[src/rtl/y_event_window_counter.sv]
`default_nettype none
// ============================================================================
//  Module   : y_event_window_counter
//  Purpose  : Counts rising edges of the upstream Y level over fixed windows
//             of WIN_LEN clock cycles and hands each window's count to a
//             consumer over a valid/ready port.
//  Revision : 1.0  initial release
// ----------------------------------------------------------------------------
//  Parameters
//    WIN_LEN    window length in clk cycles (2..65535)
//    CNT_W      event-count width; the count saturates at 2**CNT_W-1
//  Ports
//    clk        in   1      clock, rising edge
//    rst_n      in   1      asynchronous active-low reset
//    en         in   1      1 = run windows back to back, 0 = stop/abort
//    y_in       in   1      Y level, synchronous to clk
//    cnt_out    out  CNT_W  edge count of the completed window
//    cnt_valid  out  1      cnt_out holds an unconsumed result
//    cnt_ready  in   1      result accepted when cnt_valid & cnt_ready
//    busy       out  1      1 whenever the block is not idle
//    cnt_ovf    out  1      (Y_CNT_OVF_EN only) window count saturated
//  Build option
//    Y_CNT_OVF_EN  when defined, adds the cnt_ovf output and the internal
//                  overflow flag; otherwise saturation is silent.
// ============================================================================
module y_event_window_counter #(
    parameter int WIN_LEN = 16,
    parameter int CNT_W   = 5
) (
    input  logic             clk,
    input  logic             rst_n,
    input  logic             en,
    input  logic             y_in,
    output logic [CNT_W-1:0] cnt_out,
    output logic             cnt_valid,
    input  logic             cnt_ready,
    output logic             busy
`ifdef Y_CNT_OVF_EN
    ,
    output logic             cnt_ovf
`endif
);

    localparam int                 c_WIN_W    = (WIN_LEN > 1) ? $clog2(WIN_LEN) : 1;
    localparam logic [c_WIN_W-1:0] c_WIN_LAST = c_WIN_W'(WIN_LEN - 1);
    localparam logic [CNT_W-1:0]   c_CNT_MAX  = {CNT_W{1'b1}};

    typedef enum logic [1:0] {
        S_IDLE = 2'd0,
        S_RUN  = 2'd1,
        S_HOLD = 2'd2
    } state_t;

    // ------------------------------------------------------------------
    // State and datapath registers
    // ------------------------------------------------------------------
    state_t             r_state;
    logic               r_y_prev;
    logic [c_WIN_W-1:0] r_win_cnt;
    logic [CNT_W-1:0]   r_evt_cnt;
    logic [CNT_W-1:0]   r_cnt_out;
    logic               r_cnt_valid;

    state_t             w_state_nxt;
    logic [c_WIN_W-1:0] w_win_nxt;
    logic [CNT_W-1:0]   w_evt_nxt;
    logic [CNT_W-1:0]   w_out_nxt;
    logic               w_valid_nxt;

`ifdef Y_CNT_OVF_EN
    logic               r_ovf_flag;
    logic               r_cnt_ovf;
    logic               w_ovf_flag_nxt;
    logic               w_cnt_ovf_nxt;
    logic               w_ovf_flag_upd;
`endif

    logic               w_edge;
    logic               w_at_max;
    logic [CNT_W-1:0]   w_evt_upd;
    logic               w_accept;

    // Edge is taken against the previous cycle's sample, which is tracked in
    // every state so the first sample of a window sees the true prior level.
    assign w_edge    = y_in & ~r_y_prev;
    assign w_at_max  = (r_evt_cnt == c_CNT_MAX);
    assign w_evt_upd = (w_edge && !w_at_max) ? (r_evt_cnt + CNT_W'(1)) : r_evt_cnt;
    assign w_accept  = r_cnt_valid & cnt_ready;

`ifdef Y_CNT_OVF_EN
    // An edge arriving while the count is already pinned at max is lost.
    assign w_ovf_flag_upd = r_ovf_flag | (w_edge & w_at_max);
`endif

    // ------------------------------------------------------------------
    // Next-state / next-value logic
    // ------------------------------------------------------------------
    always_comb begin
        w_state_nxt = r_state;
        w_win_nxt   = r_win_cnt;
        w_evt_nxt   = r_evt_cnt;
        w_out_nxt   = r_cnt_out;
        w_valid_nxt = r_cnt_valid;
`ifdef Y_CNT_OVF_EN
        w_ovf_flag_nxt = r_ovf_flag;
        w_cnt_ovf_nxt  = r_cnt_ovf;
`endif

        case (r_state)
            S_IDLE: begin
                if (en) begin
                    w_state_nxt = S_RUN;
                    w_win_nxt   = '0;
                    w_evt_nxt   = '0;
`ifdef Y_CNT_OVF_EN
                    w_ovf_flag_nxt = 1'b0;
`endif
                end
            end

            S_RUN: begin
                if (!en) begin
                    // Abort: the partial count is simply abandoned; counters
                    // are cleared again on the next window entry.
                    w_state_nxt = S_IDLE;
                end else begin
                    w_evt_nxt = w_evt_upd;
`ifdef Y_CNT_OVF_EN
                    w_ovf_flag_nxt = w_ovf_flag_upd;
`endif
                    if (r_win_cnt == c_WIN_LAST) begin
                        // Last sample of the window: its edge is included.
                        w_out_nxt   = w_evt_upd;
                        w_valid_nxt = 1'b1;
                        w_state_nxt = S_HOLD;
`ifdef Y_CNT_OVF_EN
                        w_cnt_ovf_nxt = w_ovf_flag_upd;
`endif
                    end else begin
                        w_win_nxt = r_win_cnt + c_WIN_W'(1);
                    end
                end
            end

            S_HOLD: begin
                // Edges are ignored here; the result stays put until taken.
                if (w_accept) begin
                    w_valid_nxt = 1'b0;
                    if (en) begin
                        w_state_nxt = S_RUN;
                        w_win_nxt   = '0;
                        w_evt_nxt   = '0;
`ifdef Y_CNT_OVF_EN
                        w_ovf_flag_nxt = 1'b0;
`endif
                    end else begin
                        w_state_nxt = S_IDLE;
                    end
                end
            end

            default: begin
                w_state_nxt = S_IDLE;
                w_valid_nxt = 1'b0;
            end
        endcase
    end

    // ------------------------------------------------------------------
    // Registers
    // ------------------------------------------------------------------
    always_ff @(posedge clk or negedge rst_n) begin
        if (!rst_n) begin
            r_state     <= S_IDLE;
            r_y_prev    <= 1'b0;
            r_win_cnt   <= '0;
            r_evt_cnt   <= '0;
            r_cnt_out   <= '0;
            r_cnt_valid <= 1'b0;
`ifdef Y_CNT_OVF_EN
            r_ovf_flag  <= 1'b0;
            r_cnt_ovf   <= 1'b0;
`endif
        end else begin
            r_state     <= w_state_nxt;
            r_y_prev    <= y_in;
            r_win_cnt   <= w_win_nxt;
            r_evt_cnt   <= w_evt_nxt;
            r_cnt_out   <= w_out_nxt;
            r_cnt_valid <= w_valid_nxt;
`ifdef Y_CNT_OVF_EN
            r_ovf_flag  <= w_ovf_flag_nxt;
            r_cnt_ovf   <= w_cnt_ovf_nxt;
`endif
        end
    end

    assign cnt_out   = r_cnt_out;
    assign cnt_valid = r_cnt_valid;
    assign busy      = (r_state != S_IDLE);
`ifdef Y_CNT_OVF_EN
    assign cnt_ovf   = r_cnt_ovf;
`endif

endmodule
`default_nettype wire

[config.mk]
export PLATFORM = sky130hd
export DESIGN_NAME = y_event_window_counter
export DESIGN_NICKNAME = d
export VERILOG_FILES = /design/src/rtl/y_event_window_counter.sv
export SDC_FILE = /design/constraint.sdc
export NUM_CORES = 1
export LEC_CHECK = 0
export BUFFER_PORTS_ARGS = -buffer_cell sky130_fd_sc_hd__buf_2
export CAP_MARGIN = 20
export CORE_MARGIN = 1
export CORE_UTILIZATION = 33
export DETAILED_ROUTE_END_ITERATION = 8
export PLACE_DENSITY = 0.48
export SETUP_SLACK_MARGIN = 0.15
export SLEW_MARGIN = 30
export SYNTH_ARGS = -nofsm -noshare
export SYNTH_HDL_FRONTEND = slang
export SYNTH_SLANG_ARGS = --single-unit
[constraint.sdc]
create_clock -name clk -period 6.7 [get_ports clk]
set_clock_uncertainty 0.05 [all_clocks]
set_input_delay 0 -clock clk [delete_from_list [all_inputs] [get_ports clk]]
set_output_delay 0 -clock clk [all_outputs]
set_load 0.01 [all_outputs]
==> key figures, run 1 <==
Critical path
  – Critical Path End Type: register
  – Crit path kind: reg2reg
  – CP bufs+invs: 0
  – Worst-path maximum fanout: 8
  – Worst Path Required: 6.83 ns
  – Cell Chain, Critical Path: ha_1, and3_1, ha_1, or3b_1, a221o_1, mux2_4
  – Startpoint Class: register
  – Critical path's top delay family: simple AND/OR/NAND/NOR gates
  – Most frequent CP cell: ha_1
  – Slowest-stage cell, CP: or3b_1
  – Largest stage delay, worst path: 0.51 ns
  – WP data arrival: 2.52 ns

Placement
  – IO Port Bufs: 11
  – Placer Congestion: 0.745
  – Placement Cell Area: 982 um^2
  – Placed insts: 127
  – DP Worst Slack: 4.33 ns
  – Post-DP HPWL: 1.36 mm

Synthesis
  – Count of cell types in the netlist: 33
  – Ys async rst share: 100%
  – Mux contribution to synthesized area: 2.77%
  – Sequential-to-total area share from yosys stat: 49.9%
  – Dominant synthesized flop cell: dfrtp_1
  – Synth Area per Inst: 10.1 um^2
  – XOR/XNOR share of the synthesized area: 1.94%
  – Area fraction in compound gates after synthesis: 19.7%
  – Cell taking the most area after synthesis: dfrtp_1
  – Seq cells post-synth: 18
  – Post-synth EDFFs: 0
  – Top-count cell post-synth: dfrtp_1
  – Cell Area, Synth: 902 um^2
  – Syn. warnings: 0
  – Adder-Cell Fraction of Synth Area: 4.16%
  – Post-Synth Simple-Gate Area: 18.0%
  – Cells after Synth: 89
  – Area contributors post-synth: dfrtp_1 50%, a21oi_1 6.1%, ha_1 4.2%
  – Commonest cells in the synthesized netlist: 18 x dfrtp_1, 11 x a21oi_1, 5 x inv_1, 5 x nand3_1, 5 x o21ai_0
  – Mapped Nets: 97
  – Largest family of logic cells by synthesized area: compound AO/OA/AOI/OAI gates
  – Area fraction of the dominant cell type after synthesis: 49.9%

Final layout
  – Fill cells: 255
  – Diode count: 0
  – Area delta synth->final: 15.1%
  – Storage cell area: 450 um^2
  – Fraction of layout cells with a size suffix above 1: 17.5%
  – Multi-input combinational cell area: 420 um^2
  – Final instance area: 0.00104 mm^2
  – Final non-filler cell total: 133
  – Final core occ: 41.2%
  – Final nets: 112

Clock network
  – Maximum level of the CTS H-tree: 1
  – Post-CTS Setup Bufs: 0
  – Clock slew at reported path FFs: 0.11 ns
  – CTS Buf Count: 3
  – CTS max path bufs: 2
  – CTS Sinks: 18
  – CTS tree: built
  – Worst-skew pair later-pin latency: 0.29 ns
  – Root buf cell: clkbuf_4

STA
  – Part of the cycle the worst path needs: 35.6%
  – Setup TNS: 0 ns
  – FMAX: 419 MHz
  – Max-slew headroom: 63.0%
  – Final setup fails: 0
  – Final Critical Period: 2.39 ns
  – Final hold vios: 0
  – Worst hold slack: 0.0155 ns
  – Unrepaired setup endpoints after global routing: false
  – Slew Viols, Final: 0
  – Post-route setup slack: 4.31 ns
  – Slew at the pin closest to its max-slew limit: 0.553 ns

Global route
  – GRT met2 Usage: 23.8%
  – Busiest metal layer after global routing: met2
  – Antenna violations before repair: 0
  – GR Util met1: 21.2%
  – GRT overflow: 0
  – Global-route wire length before repair: 3.22 mm
  – Global-route usage over all layers: 16.1%
  – Largest net degree at the start of global routing: 19
  – Number of global-route vias before repair: 689
  – Met3 global-route usage: 6.39%

Power and ir drop
  – Pwr dens: 207 mW/mm^2
  – Post-layout power: 215 uW
  – Sw Share: 25.8%
  – P_sw: 55.4 uW
  – Part of the power in registers: 56.5%
  – Clock network power share: 31.1%
  – Maximum VDD drop: 0.132 mV
  – Combinational Power Share: 12.4%
  – Leakage power: 0.506 nW
  – Cell Int Power: 159 uW

Worst hold path
  – Hold Crit Class: in2reg

Detailed routing
  – Drt via density: 5.22
  – Via count: 694
  – DRC: 0
  – Pre-Repair DR Iteration Count: 4
  – Iter 0 DRT Violations: 10
  – Avg WL per Cell: 14.1 um
  – Total Wirelength: 1.87 mm
  – Routed Antenna Nets: 0

Floorplan
  – DIE WIDTH: 54.3 um
  – Cell Rows: 18
  – Die height: 54.3 um
  – Core area: 0.00252 mm^2
  – Initial core utilization: 35.8%
  – IO Count: 12
  – Die area: 0.00295 mm^2

Run
  – Max cap viols: 0

Run status
  – Outcome: finished, final reports clean
[cell type report]
| class | instances | area share [%] |
|---|---|---|
| Clock buffer | 4 | 3.49 |
| Inverter | 5 | 1.81 |
| Multi-Input combinational cell | 63 | 40.5 |
| Sequential cell | 18 | 43.4 |
| Tap cell | 30 | 3.61 |
| Timing Repair Buffer | 13 | 7.23 |
[power groups by stage]
stage | logic (mW) | clock network (mW) | registers (mW)
6_report | 0.0265 | 0.0668 | 0.121
3_3_place_gp | 0.0262 | 0 | 0.123
5_1_grt | 0.0316 | 0.0731 | 0.123
2_1_floorplan | 0.0185 | 0 | 0.122
4_1_cts | 0.0271 | 0.0702 | 0.122
3_5_place_dp | 0.0260 | 0 | 0.124
[layer usage]
metal / up-vias / share of wire, %
li1: 357 / -
met1: 322 / 53
met2: 13 / 43
met3: 2 / 3.8
met4: 0 / 1.0
met5: - / 0
[sequential cells by signal, indices dropped and copies added, names as in the netlist]
| signal | count |
|---|---|
| cnt_out | 5 |
| cnt_valid | 1 |
| r_evt_cnt | 5 |
| r_state | 2 |
| r_win_cnt | 4 |
| r_y_prev | 1 |
[cells in the final DEF (no fill, tap or decap), types with 3 or more instances in the layout]
cell / count
dfrtp_1: 18
a21oi_1: 11
buf_2: 11
inv_1: 5
nand3_1: 5
o21ai_0: 5
nand2_1: 4
nor2_1: 3
a31oi_1: 3
ha_1: 3
clkbuf_4: 3
[repair_timing]
item,4_1_cts,5_1_grt
gates resized for setup,0,0
hold buffers,2,0
hold endpoints to repair,19,0
[worst register-to-register path, stage by stage (launching register included)]
cell and delay, ns:
dfrtp_1 0.45, ha_1 0.23, and3_1 0.18, ha_1 0.19
or3b_1 0.51, a221o_1 0.40, mux2_4 0.27
[logic make-up after synthesis]
| kind of cell | Yosys count |
|---|---|
| AND/OR/NAND/NOR | 27 |
| adder cells (fa/ha/maj) | 3 |
| buffers and inverters | 8 |
| flip-flops | 18 |
| XOR/XNOR | 2 |
| AO/OA/AOI/OAI | 29 |
| multiplexers | 2 |
[final timing paths]
kind                                          start                        to  slack, ns  depth (start not counted)
setup / recovery           r_evt_cnt[0]$_DFFE_PN0P_  r_evt_cnt[0]$_DFFE_PN0P_       4.31                          6
hold / removal                            cnt_ready     cnt_valid$_DFFE_PN0P_       0.02                          3
setup reg to reg           r_evt_cnt[0]$_DFFE_PN0P_  r_evt_cnt[0]$_DFFE_PN0P_       4.31                          6
hold reg to reg            r_win_cnt[3]$_DFFE_PN0P_  r_win_cnt[3]$_DFFE_PN0P_       0.49                          1
max in group asynchronous                     rst_n        r_y_prev$_DFF_PN0_       6.20                          2
min in group asynchronous                     rst_n  r_win_cnt[1]$_DFFE_PN0P_       0.10                          2
(Power assumes the default switching activity.)
==> run 2, diff against run 1 <==
--- a/config.mk
+++ b/config.mk
@@ -10,7 +10,7 @@
 export CORE_MARGIN = 1
 export CORE_UTILIZATION = 33
 export DETAILED_ROUTE_END_ITERATION = 8
-export PLACE_DENSITY = 0.48
+export PLACE_DENSITY = 0.49
 export SETUP_SLACK_MARGIN = 0.15
 export SLEW_MARGIN = 30
 export SYNTH_ARGS = -nofsm -noshare
==> constraint.sdc (replaced) <==
create_clock -name clk -period 2 [get_ports clk]
set_clock_uncertainty 0.05 [all_clocks]
set_input_delay 0 -clock clk [delete_from_list [all_inputs] [get_ports clk]]
set_output_delay 0 -clock clk [all_outputs]
set_load 0.01 [all_outputs]
==> run 2 against run 1 <==
The flow now finishes with violations (setup timing); highest routed layer unchanged; critical endpoint unchanged; die area stayed put; wire length grew 11%; maximum frequency up 14%; first-iteration DRC count is 40% lower; clock-buffer cell count did not move; final cell count rose by 6.8%; global-route usage is 0.20 points higher; sequential cell count unchanged; total power rose to 3.5 times the previous value; largest cell class is now multi-input combinational cells.
==> key figures, run 2 (synthesis results as in run 1) <==
Run status
  – Outcome: complete, but fails checks (was finished, final reports clean)
  – Failing checks: setup timing

Global route
  – Number of global-route vias before repair: 680 (was 689)
  – Global-route usage over all layers: 16.3% (was 16.1%)
  – Global-route wire length before repair: 3.28 mm (was 3.22 mm)
  – GRT overflow: 0 (unchanged)
  – Antenna violations before repair: 0 (unchanged)
  – Largest net degree at the start of global routing: 19 (unchanged)

STA
  – Final setup fails: 5 (was 0)
  – Slew at the pin closest to its max-slew limit: 0.527 ns (was 0.553 ns)
  – Max-slew headroom: 64.8% (was 63.0%)
  – Final hold vios: 0 (unchanged)
  – Part of the cycle the worst path needs: 105% (was 35.6%)
  – Post-route setup slack: -0.0973 ns (was 4.31 ns)
  – Slew Viols, Final: 0 (unchanged)
  – Unrepaired setup endpoints after global routing: true (was false)
  – Final Critical Period: 2.10 ns (was 2.39 ns)
  – FMAX: 477 MHz (was 419 MHz)

Clock network
  – Maximum level of the CTS H-tree: 1 (unchanged)
  – CTS Buf Count: 3 (unchanged)
  – CTS max path bufs: 2 (unchanged)
  – Worst-skew pair later-pin latency: 0.29 ns (about the same)
  – Root buf cell: clkbuf_4 (unchanged)
  – CTS tree: built (unchanged)
  – CTS Sinks: 18 (unchanged)
  – Clock slew at reported path FFs: 0.11 ns (about the same)

Critical path
  – WP data arrival: 2.24 ns (was 2.52 ns)
  – Cell Chain, Critical Path: ha_2, and3_4, ha_4, or3b_4, a221o_1, mux2_4 (was ha_1, and3_1, ha_1, or3b_1, a221o_1, mux2_4)
  – CP bufs+invs: 0 (unchanged)
  – Worst reg2reg path depth: 6 (unchanged)
  – Crit path depth: 6 (unchanged)
  – Startpoint Class: register (unchanged)
  – Largest stage delay, worst path: 0.41 ns (was 0.51 ns)
  – R2R Setup Slk: -0.1 ns (was 4.31 ns)
  – Worst-path maximum fanout: 5 (was 8)
  – Critical path's top delay family: simple AND/OR/NAND/NOR gates (unchanged)
  – Critical Path End Type: register (unchanged)
  – Slowest-stage cell, CP: dfrtp_1 (was or3b_1)
  – Worst Path Required: 2.14 ns (was 6.83 ns)
  – Crit path kind: reg2reg (unchanged)

Power and ir drop
  – Post-layout power: 742 uW (was 215 uW)
  – Pwr dens: 647 mW/mm^2 (was 207 mW/mm^2)
  – Leakage power: 0.549 nW (was 0.506 nW)
  – Maximum VDD drop: 0.335 mV (was 0.132 mV)

Floorplan
  – Initial core utilization: 35.8% (unchanged)
  – Die height: 54.3 um (unchanged)
  – Cell Rows: 18 (unchanged)
  – IO Count: 12 (unchanged)
  – Core area: 0.00252 mm^2 (unchanged)
  – DIE WIDTH: 54.3 um (unchanged)
  – Die area: 0.00295 mm^2 (unchanged)

Final layout
  – Most common library cell in the layout ignoring fill and taps: dfrtp_1 (unchanged)
  – Diode count: 0 (unchanged)
  – Area delta synth->final: 27.2% (was 15.1%)
  – Most frequent cells in the layout: 18 x dfrtp_1, 11 x a21oi_1, 11 x buf_2 (unchanged)
  – Fill cells: 251 (was 255)
  – Final nets: 121 (was 112)
  – Fraction of layout cells with a size suffix above 1: 29.5% (was 17.5%)

Worst hold path
  – Hold Crit Class: in2reg (unchanged)
  – WHS Path Cells: 3 (unchanged)

Run
  – Max cap viols: 0 (unchanged)

Placement
  – IO Port Bufs: 11 (unchanged)
  – Placer Congestion: 0.736 (was 0.745)
  – DP Worst Slack: -0.111 ns (was 4.33 ns)
  – Post-DP HPWL: 1.43 mm (was 1.36 mm)

Detailed routing
  – Routed Antenna Nets: 0 (unchanged)
  – Iter 0 DRT Violations: 6 (was 10)
  – Pre-Repair DR Iteration Count: 4 (unchanged)
  – Avg WL per Cell: 14.7 um (was 14.1 um)
  – Total Wirelength: 2.08 mm (was 1.87 mm)
  – Drt via density: 5.19 (was 5.22)
  – Via count: 737 (was 694)
  – DRC: 0 (unchanged)
[run 2: cell type report]
cell class / count / area (um^2) / area share, %
multi-input cells: 63 / 462 / 40.2
flip-flops and latches: 18 / 450 / 39.3
repair buffers: 22 / 143 / 12.4
well taps: 30 / 37.5 / 3.27
clock buffers: 4 / 36.3 / 3.16
inverters: 5 / 18.8 / 1.64
[run 2: worst min-delay path, stage by stage]
cell	delay (ns)
buf_2	0.09
o21ai_0	0.07
a21o_1	0.17
[run 2: stage by stage]
step	instances	area [um^2]	TNS [ns]	hold WS, ns	utilization (%)
global route	142	1150	-0.539	0.0230	45.5
CTS	142	1130	-0.248	0.00880	44.7
global placement	135	1060	-0.152	-0.0897	42.1
finish	142	1150	-0.248	0.0142	45.5
detailed placement	135	1060	-0.300	-0.0880	42.1
floorplan	89	928	-0.270	-0.346	-
[run 2: path summary, 6_finish.rpt]
path                                           from                       end
max                        r_evt_cnt[1]$_DFFE_PN0P_  r_evt_cnt[0]$_DFFE_PN0P_
min                                       cnt_ready     cnt_valid$_DFFE_PN0P_
max reg2reg                r_evt_cnt[1]$_DFFE_PN0P_  r_evt_cnt[0]$_DFFE_PN0P_
min reg2reg                r_win_cnt[3]$_DFFE_PN0P_  r_win_cnt[3]$_DFFE_PN0P_
max in group asynchronous                     rst_n    r_state[1]$_DFFE_PN0P_
min in group asynchronous                     rst_n    cnt_out[4]$_DFFE_PN0P_
[run 2: repair_timing]
item / in CTS / in global routing
hold endpoints to repair: 19 / 0
setup endpoints to repair: 7 / 9
hold buffers: 2 / 0
gates cloned: 0 / 0
gates resized for setup: 1 / 3
setup buffers: 1 / 0
pin swaps: 1 / 5
[run 2: power breakdown]
| part | total [mW] | leakage, nW | switching (mW) | internal, mW |
|---|---|---|---|---|
| clock | 0.229 | 0.0210 | 0.118 | 0.111 |
| combinational | 0.108 | 0.283 | 0.0577 | 0.0503 |
| sequential | 0.406 | 0.245 | 0.0204 | 0.385 |
[run 2: routing by layer]
metal  up-vias  global-route usage (%)  share of wire, %
li1        376                       -                 -
met3         2                    3.33               3.9
met1       342                    22.6                51
met5         -                       0                 0
met2        17                    24.6                44
met4         0                    6.41              0.62
